--- src/rtl/index_fetch_unit_if.sv ---
// Signal bundle for the index fetch unit: controller index handshake, arbitrated memory
// read port and the A/B block stream toward the multiply datapath.
interface index_fetch_unit_if #(
    parameter int unsigned size            = 3,
    parameter int unsigned cell_width      = 32,
    parameter int unsigned index_width     = 8,
    parameter int unsigned memory_size_log = 10
);
    logic                                in_index_ready;
    logic [index_width-1:0]              in_row_index;
    logic [index_width-1:0]              in_col_index;
    logic [index_width-1:0]              in_mu;
    logic [memory_size_log-1:0]          in_a_base;
    logic [memory_size_log-1:0]          in_b_base;
    logic                                out_index_ack;
    logic                                out_request;
    logic                                in_grant;
    logic                                out_mem_read_en;
    logic [memory_size_log-1:0]          out_mem_address;
    logic [size*cell_width-1:0]          in_mem_data;
    logic                                out_block_valid;
    logic                                in_block_ready;
    logic [size*size*cell_width-1:0]     out_a_block;
    logic [size*size*cell_width-1:0]     out_b_block;
    logic [index_width-1:0]              out_k;
    logic                                out_last;
    logic                                out_busy;

    // The fetch unit itself
    modport master (
        input  in_index_ready, in_row_index, in_col_index, in_mu, in_a_base, in_b_base,
        input  in_grant, in_mem_data, in_block_ready,
        output out_index_ack, out_request, out_mem_read_en, out_mem_address,
        output out_block_valid, out_a_block, out_b_block, out_k, out_last, out_busy
    );

    // Controller, arbiter, memory and datapath side
    modport slave (
        output in_index_ready, in_row_index, in_col_index, in_mu, in_a_base, in_b_base,
        output in_grant, in_mem_data, in_block_ready,
        input  out_index_ack, out_request, out_mem_read_en, out_mem_address,
        input  out_block_valid, out_a_block, out_b_block, out_k, out_last, out_busy
    );
endinterface

--- src/rtl/index_fetch_unit.sv ---
// Index fetch unit: latches a (row, col) pair, reads A(row,k) and B(k,col) for k = 0..mu-1
// over the arbitrated memory bus and presents each block pair on a valid/ready stream.
module index_fetch_unit #(
    parameter int unsigned size            = 3,
    parameter int unsigned cell_width      = 32,
    parameter int unsigned index_width     = 8,
    parameter int unsigned memory_size_log = 10
) (
    input logic                in_clk,
    input logic                in_reset,
    index_fetch_unit_if.master bus
);
    localparam int unsigned LineW  = size * cell_width;
    localparam int unsigned BlockW = size * LineW;
    localparam int unsigned ProdW  = 2 * index_width + memory_size_log;
    localparam int unsigned Lines  = 2 * size;
    localparam int unsigned CntW   = (Lines > 1) ? $clog2(Lines) : 1;

    typedef enum logic [2:0] {StIdle, StAck, StReq, StRead, StLast, StOut} state_e;

    state_e                     state_q, state_d;
    logic [index_width-1:0]     row_q, col_q, mu_q;
    logic [memory_size_log-1:0] a_base_q, b_base_q;
    logic [index_width-1:0]     k_q, k_d;
    logic [CntW-1:0]            n_q, n_d;
    logic                       pend_q;
    logic [CntW-1:0]            pend_line_q;
    logic [BlockW-1:0]          a_buf_q, b_buf_q;

    logic                       take_index;
    logic                       read_en;
    logic                       last;
    logic [ProdW-1:0]           a_sel, b_sel;
    logic [memory_size_log-1:0] line_addr;

    assign take_index = (state_q == StIdle) && bus.in_index_ready;
    assign read_en    = (state_q == StRead) && bus.in_grant;
    assign last       = (state_q == StOut) && (k_q == mu_q - index_width'(1));

    always_comb begin
        state_d = state_q;
        k_d     = k_q;
        n_d     = n_q;
        unique case (state_q)
            StIdle: if (bus.in_index_ready) begin
                state_d = StAck;
                k_d     = '0;
            end
            StAck:  state_d = (mu_q == '0) ? StIdle : StReq;
            StReq:  if (bus.in_grant) begin
                state_d = StRead;
                n_d     = '0;
            end
            StRead: if (bus.in_grant) begin
                n_d = n_q + CntW'(1);
                if (n_q == CntW'(Lines - 1)) state_d = StLast;
            end
            StLast: state_d = StOut;
            StOut:  if (bus.in_block_ready) begin
                if (last) begin
                    state_d = StIdle;
                end else begin
                    k_d     = k_q + index_width'(1);
                    state_d = StReq;
                end
            end
            default: state_d = StIdle;
        endcase
    end

    // Full-width products, then the sum wraps into the line address space
    always_comb begin
        a_sel = ProdW'(row_q) * ProdW'(mu_q) + ProdW'(k_q);
        b_sel = ProdW'(k_q) * ProdW'(mu_q) + ProdW'(col_q);
        if (n_q < CntW'(size)) begin
            line_addr = memory_size_log'(ProdW'(a_base_q) + a_sel * ProdW'(size) + ProdW'(n_q));
        end else begin
            line_addr = memory_size_log'(ProdW'(b_base_q) + b_sel * ProdW'(size)
                                         + ProdW'(n_q - CntW'(size)));
        end
    end

    always_ff @(posedge in_clk or negedge in_reset) begin
        if (!in_reset) begin
            state_q     <= StIdle;
            row_q       <= '0;
            col_q       <= '0;
            mu_q        <= '0;
            a_base_q    <= '0;
            b_base_q    <= '0;
            k_q         <= '0;
            n_q         <= '0;
            pend_q      <= 1'b0;
            pend_line_q <= '0;
            a_buf_q     <= '0;
            b_buf_q     <= '0;
        end else begin
            state_q     <= state_d;
            k_q         <= k_d;
            n_q         <= n_d;
            pend_q      <= read_en;
            pend_line_q <= n_q;
            if (take_index) begin
                row_q    <= bus.in_row_index;
                col_q    <= bus.in_col_index;
                mu_q     <= bus.in_mu;
                a_base_q <= bus.in_a_base;
                b_base_q <= bus.in_b_base;
            end
            // Read data returns one cycle after its strobe; pend_line_q names its slot
            for (int j = 0; j < int'(size); j++) begin
                if (pend_q && pend_line_q == CntW'(j)) begin
                    a_buf_q[j*LineW +: LineW] <= bus.in_mem_data;
                end
                if (pend_q && pend_line_q == CntW'(j + int'(size))) begin
                    b_buf_q[j*LineW +: LineW] <= bus.in_mem_data;
                end
            end
        end
    end

    assign bus.out_index_ack   = (state_q == StAck);
    assign bus.out_request     = (state_q == StReq) || (state_q == StRead);
    assign bus.out_mem_read_en = read_en;
    assign bus.out_mem_address = read_en ? line_addr : '0;
    assign bus.out_block_valid = (state_q == StOut);
    assign bus.out_a_block     = a_buf_q;
    assign bus.out_b_block     = b_buf_q;
    assign bus.out_k           = k_q;
    assign bus.out_last        = last;
    assign bus.out_busy        = (state_q != StIdle);
endmodule

--- src/flat_wrapper.sv ---
// flat-port wrapper written by rule: the top's interface ports become plain ports
module index_fetch_unit_flat 
#(
    parameter int unsigned size            = 3,
    parameter int unsigned cell_width      = 32,
    parameter int unsigned index_width     = 8,
    parameter int unsigned memory_size_log = 10
)
  (in_clk, in_reset, bus_in_index_ready, bus_in_row_index, bus_in_col_index, bus_in_mu, bus_in_a_base, bus_in_b_base, bus_in_grant, bus_in_mem_data, bus_in_block_ready, bus_out_index_ack, bus_out_request, bus_out_mem_read_en, bus_out_mem_address, bus_out_block_valid, bus_out_a_block, bus_out_b_block, bus_out_k, bus_out_last, bus_out_busy);
  index_fetch_unit_if #(.size(size), .cell_width(cell_width), .index_width(index_width), .memory_size_log(memory_size_log)) bus_i ();
  input logic in_clk;
  input logic in_reset;
  input wire logic [$bits(bus_i.in_index_ready)-1:0] bus_in_index_ready;
  input wire logic [$bits(bus_i.in_row_index)-1:0] bus_in_row_index;
  input wire logic [$bits(bus_i.in_col_index)-1:0] bus_in_col_index;
  input wire logic [$bits(bus_i.in_mu)-1:0] bus_in_mu;
  input wire logic [$bits(bus_i.in_a_base)-1:0] bus_in_a_base;
  input wire logic [$bits(bus_i.in_b_base)-1:0] bus_in_b_base;
  input wire logic [$bits(bus_i.in_grant)-1:0] bus_in_grant;
  input wire logic [$bits(bus_i.in_mem_data)-1:0] bus_in_mem_data;
  input wire logic [$bits(bus_i.in_block_ready)-1:0] bus_in_block_ready;
  output wire logic [$bits(bus_i.out_index_ack)-1:0] bus_out_index_ack;
  output wire logic [$bits(bus_i.out_request)-1:0] bus_out_request;
  output wire logic [$bits(bus_i.out_mem_read_en)-1:0] bus_out_mem_read_en;
  output wire logic [$bits(bus_i.out_mem_address)-1:0] bus_out_mem_address;
  output wire logic [$bits(bus_i.out_block_valid)-1:0] bus_out_block_valid;
  output wire logic [$bits(bus_i.out_a_block)-1:0] bus_out_a_block;
  output wire logic [$bits(bus_i.out_b_block)-1:0] bus_out_b_block;
  output wire logic [$bits(bus_i.out_k)-1:0] bus_out_k;
  output wire logic [$bits(bus_i.out_last)-1:0] bus_out_last;
  output wire logic [$bits(bus_i.out_busy)-1:0] bus_out_busy;
  assign bus_i.in_index_ready = bus_in_index_ready;
  assign bus_i.in_row_index = bus_in_row_index;
  assign bus_i.in_col_index = bus_in_col_index;
  assign bus_i.in_mu = bus_in_mu;
  assign bus_i.in_a_base = bus_in_a_base;
  assign bus_i.in_b_base = bus_in_b_base;
  assign bus_i.in_grant = bus_in_grant;
  assign bus_i.in_mem_data = bus_in_mem_data;
  assign bus_i.in_block_ready = bus_in_block_ready;
  assign bus_out_index_ack = bus_i.out_index_ack;
  assign bus_out_request = bus_i.out_request;
  assign bus_out_mem_read_en = bus_i.out_mem_read_en;
  assign bus_out_mem_address = bus_i.out_mem_address;
  assign bus_out_block_valid = bus_i.out_block_valid;
  assign bus_out_a_block = bus_i.out_a_block;
  assign bus_out_b_block = bus_i.out_b_block;
  assign bus_out_k = bus_i.out_k;
  assign bus_out_last = bus_i.out_last;
  assign bus_out_busy = bus_i.out_busy;
  index_fetch_unit #(.size(size), .cell_width(cell_width), .index_width(index_width), .memory_size_log(memory_size_log)) u_core (.in_clk(in_clk), .in_reset(in_reset), .bus(bus_i));
endmodule
--- config.mk ---
export PLATFORM = sky130hd
export DESIGN_NAME = index_fetch_unit_flat
export DESIGN_NICKNAME = d
export VERILOG_FILES = /design/src/rtl/index_fetch_unit_if.sv /design/src/rtl/index_fetch_unit.sv /design/src/flat_wrapper.sv
export SDC_FILE = /design/constraint.sdc
export NUM_CORES = 1
export LEC_CHECK = 0
export BUFFER_PORTS_ARGS = -buffer_cell sky130_fd_sc_hd__buf_2
export CAP_MARGIN = 20
export CORE_AREA = 8 8 285 287
export DETAILED_ROUTE_END_ITERATION = 10
export DIE_AREA = 0 0 293 295
export PLACE_DENSITY = 0.61
export SETUP_SLACK_MARGIN = 0.3
export SYNTH_ARGS = -nofsm -noshare
export SYNTH_HDL_FRONTEND = slang
export SYNTH_SLANG_ARGS = --single-unit
--- constraint.sdc ---
create_clock -name in_clk -period 9.4 [get_ports in_clk]
set_input_delay 0 -clock in_clk [delete_from_list [all_inputs] [get_ports in_clk]]
set_output_delay 0 -clock in_clk [all_outputs]
set_load 0.02 [all_outputs]
==> results.yml <==
status:
  outcome: "complete, no violations"
floorplan:
  die_area_mm2: 0.0864
  die_h_um: 295
  initial_core_util: 0.372
  coreArea_mm2: 0.0767
  rows: 102
  pin_count: 745
  die_w_um: 293
layout:
  syn_to_final_growth_pct: 31.1
  fin_util: 0.487
  drive_above_1_share: 0.507
  fin_nets: 3209
  fill_cells: 6777
  multi_input_area_mm2: 0.0117
  design_area_mm2: 0.0374
  regArea_mm2: 0.0160
placed_design:
  gp_congestion: 0.869
  place_area_mm2: 0.0334
  hpwlAfterDp_mm: 64.7
  io_buffers: 744
critical_path:
  critPathMaxFanout: 18
  critPathLaunchType: "flip-flop"
  cpPeakStageDelay_ns: 0.72
  crit_type: "flip-flop to output pin"
  cp-end-kind: "output pin"
  r2r_end: "u_core.bus.out_a_block[269]"
  critical-path-top-delay-family: "adder cells"
  crit_buf_inv: 4
  required_ns: 9.40
  r2r_slack_ns: 5.99
  r2r-start: "u_core.pend_line_q[2]"
  rr_worst_depth: 6
  crit_arrival_ns: 7.53
  slowest_stage: "dfrtp_1"
hold_path:
  hold_path.class: "input port to flip-flop"
  hold_path_startpoint: "bus_in_b_base[5]"
  holdPathEnd: "u_core.b_base_q[5]"
  min_path_cells: 4
route:
  drtPass1Iterations: 7
  routed-via-count: 19400
  drtIter0Drc: 877
  drt_wl_total_mm: 88.2
  avgViaCountPerCell: 4.85
  routedWlPerCell_um: 22.1
  final_antenna_net_count: 0
  drc_errors: 0
synth:
  synth_cell_types: 45
  synth_ff_type: "dfrtp_1"
  syn_nets: 2313
  ys_seq_area_frac: 0.560
  synth_cells: 2008
  netlist_area_mm2: 0.0285
  yosysWarnings: 0
  syn_area_per_cell_um2: 14.2
  async_reset_ff_frac: 1.00
  yosys.area.top_type: "dfrtp_1"
  synth-edff-count: 0
  ys_seq_elements: 638
  synth_top_area_frac: 0.560
  yosys-top-cells-area: "dfrtp_1 (56%), mux2_2 (24%), fa_1 (6.2%), ha_1 (3.2%), inv_1 (2.1%)"
sta:
  skew_ns: 0.0616
  grt_setup_unrepaired: "no"
  maxSlewViolCount: 0
  worst_pin_slew_ns: 1.09
  max_freq_mhz: 133
  slew_headroom: 0.272
  finalSetupViolations: 0
  fin_setup_tns_ns: 0
  post-route-min-period_ns: 7.53
  fin_crit_sh: 0.801
  holdWs_ns: 0.126
  hold_viol: 0
clock_tree:
  clk_pin_slew_ns: 0.06
  postCtsSetupRepairBufs: 0
  clockRootBuffer: "clkbuf_16"
  numCtsBuffers: 70
  clk_path_buf_depth: 3
  clk_latency_ns: 0.62
  cts_tree: "yes"
  cts.sinks: 638
  cts-htree-levels: 3
global_routing:
  grt-ovfl-total: 0
  grt_max_degree: 126
  grt_pass1_wl_mm: 133
  grt_usage: 0.198
  grt_antenna_before_repair: 5
  grt_pass1_vias: 20900
run:
  maxCapViolations: 0
-- per-layer routing --
metal	vias up	GRT usage	wire (um)	part of all wire
li1	8598	-	-	-
met5	-	0	26	0.00029
met2	670	0.332	42900	0.49
met1	9952	0.240	34800	0.40
met3	173	0.0528	6310	0.072
met4	4	0.0888	4130	0.047
-- sequential cells by signal, indices dropped and copies added (netlist names) --
signal,cells
u_core.bus.out_a_block,288
u_core.pend_q,1
u_core.row_q,8
u_core.a_base_q,10
u_core.bus.out_b_block,288
u_core.state_q,3
u_core.n_q,3
u_core.bus.out_k,8
u_core.mu_q,8
u_core.pend_line_q,3
u_core.col_q,8
u_core.b_base_q,10
-- Yosys cell counts (3+ instances only) --
master	number
a21o_1	9
mux2i_1	3
and2_1	36
ha_1	72
nor3_1	5
xnor2_1	44
o21ai_0	25
nor2_1	32
xor2_1	15
o21bai_1	9
or3_1	3
a211oi_1	3
nor2b_1	6
and3_1	3
clkbuf_1	82
dfrtp_1	638
nand3_1	5
mux2_2	605
inv_1	158
buf_1	7
fa_1	88
nand2_1	99
a21oi_1	29
xnor3_1	5
-- final cells by class --
type / count / area share
diodes: 2 / 0.000134
multi-input cells: 1120 / 0.312
repair buffers: 916 / 0.146
flip-flops and latches: 638 / 0.427
clock buffers: 99 / 0.0540
inverters: 158 / 0.0159
clock inverters: 27 / 0.0105
well taps: 1040 / 0.0348
-- worst register-to-register path: stages (launching register included) --
cell	delay [ns]
dfrtp_1	0.39
nor2b_1	0.32
nand2_1	0.15
nor2_4	0.58
buf_4	0.47
buf_4	0.79
mux2_2	0.58
-- repair_timing --
action,CTS,global route
hold endpoints to repair,717,0
hold buffers,147,0
gates resized for setup,0,0
-- how the worst max path moves through the flow --
stage	startpoint	cells after the start	end	slack, ns
floorplan	u_core.mu_q[3]	23	bus_out_mem_address[9]	3.08
global placement	u_core.mu_q[0]	25	bus_out_mem_address[9]	2.59
detailed placement	u_core.mu_q[0]	25	bus_out_mem_address[9]	2.49
CTS	u_core.mu_q[0]	25	bus_out_mem_address[9]	1.77
global route	u_core.mu_q[0]	25	bus_out_mem_address[9]	1.45
finish	u_core.mu_q[0]	25	bus_out_mem_address[9]	1.87
-- cells in the final DEF (no fill, tap or decap), types with 4 or more instances in the layout --
| cell | n |
|---|---|
| nor2b_1 | 6 |
| clkbuf_1 | 13 |
| buf_4 | 22 |
| nand2_1 | 99 |
| o21bai_1 | 9 |
| bufinv_16 | 6 |
| ha_1 | 72 |
| clkbuf_16 | 70 |
| xor2_1 | 15 |
| buf_2 | 743 |
| nor2_1 | 30 |
| xnor2_1 | 44 |
| a21o_1 | 9 |
| o21ai_0 | 25 |
| clkinv_2 | 11 |
| clkbuf_8 | 16 |
| nor3_1 | 4 |
| nand3_1 | 4 |
| dlygate4sd3_1 | 146 |
| inv_1 | 158 |
| dfrtp_1 | 638 |
| a21oi_1 | 29 |
| fa_1 | 88 |
| and2_1 | 36 |
| xnor3_1 | 5 |
| mux2_2 | 605 |
-- metrics by stage --
stage | std cells | setup slack [ns]
floorplan | 2008 | 3.08
CTS | 3996 | 1.77
global placement | 3723 | 2.59
detailed placement | 3723 | 2.49
global route | 3998 | 1.45
finish | 4000 | 1.87
-- kinds of logic after synthesis --
group	count (synthesis)	share of synthesized area
XOR/XNOR	64	0.0221
flip-flops	638	0.560
multiplexers	608	0.240
adder cells (fa/ha/maj)	160	0.0933
buffers and inverters	250	0.0332
AND/OR/NAND/NOR	201	0.0333
AO/OA/AOI/OAI	87	0.0185
Power is left out: the tool's default activity adds up to more than one toggle a clock period on the data nets, which glitch-free logic cannot reach.
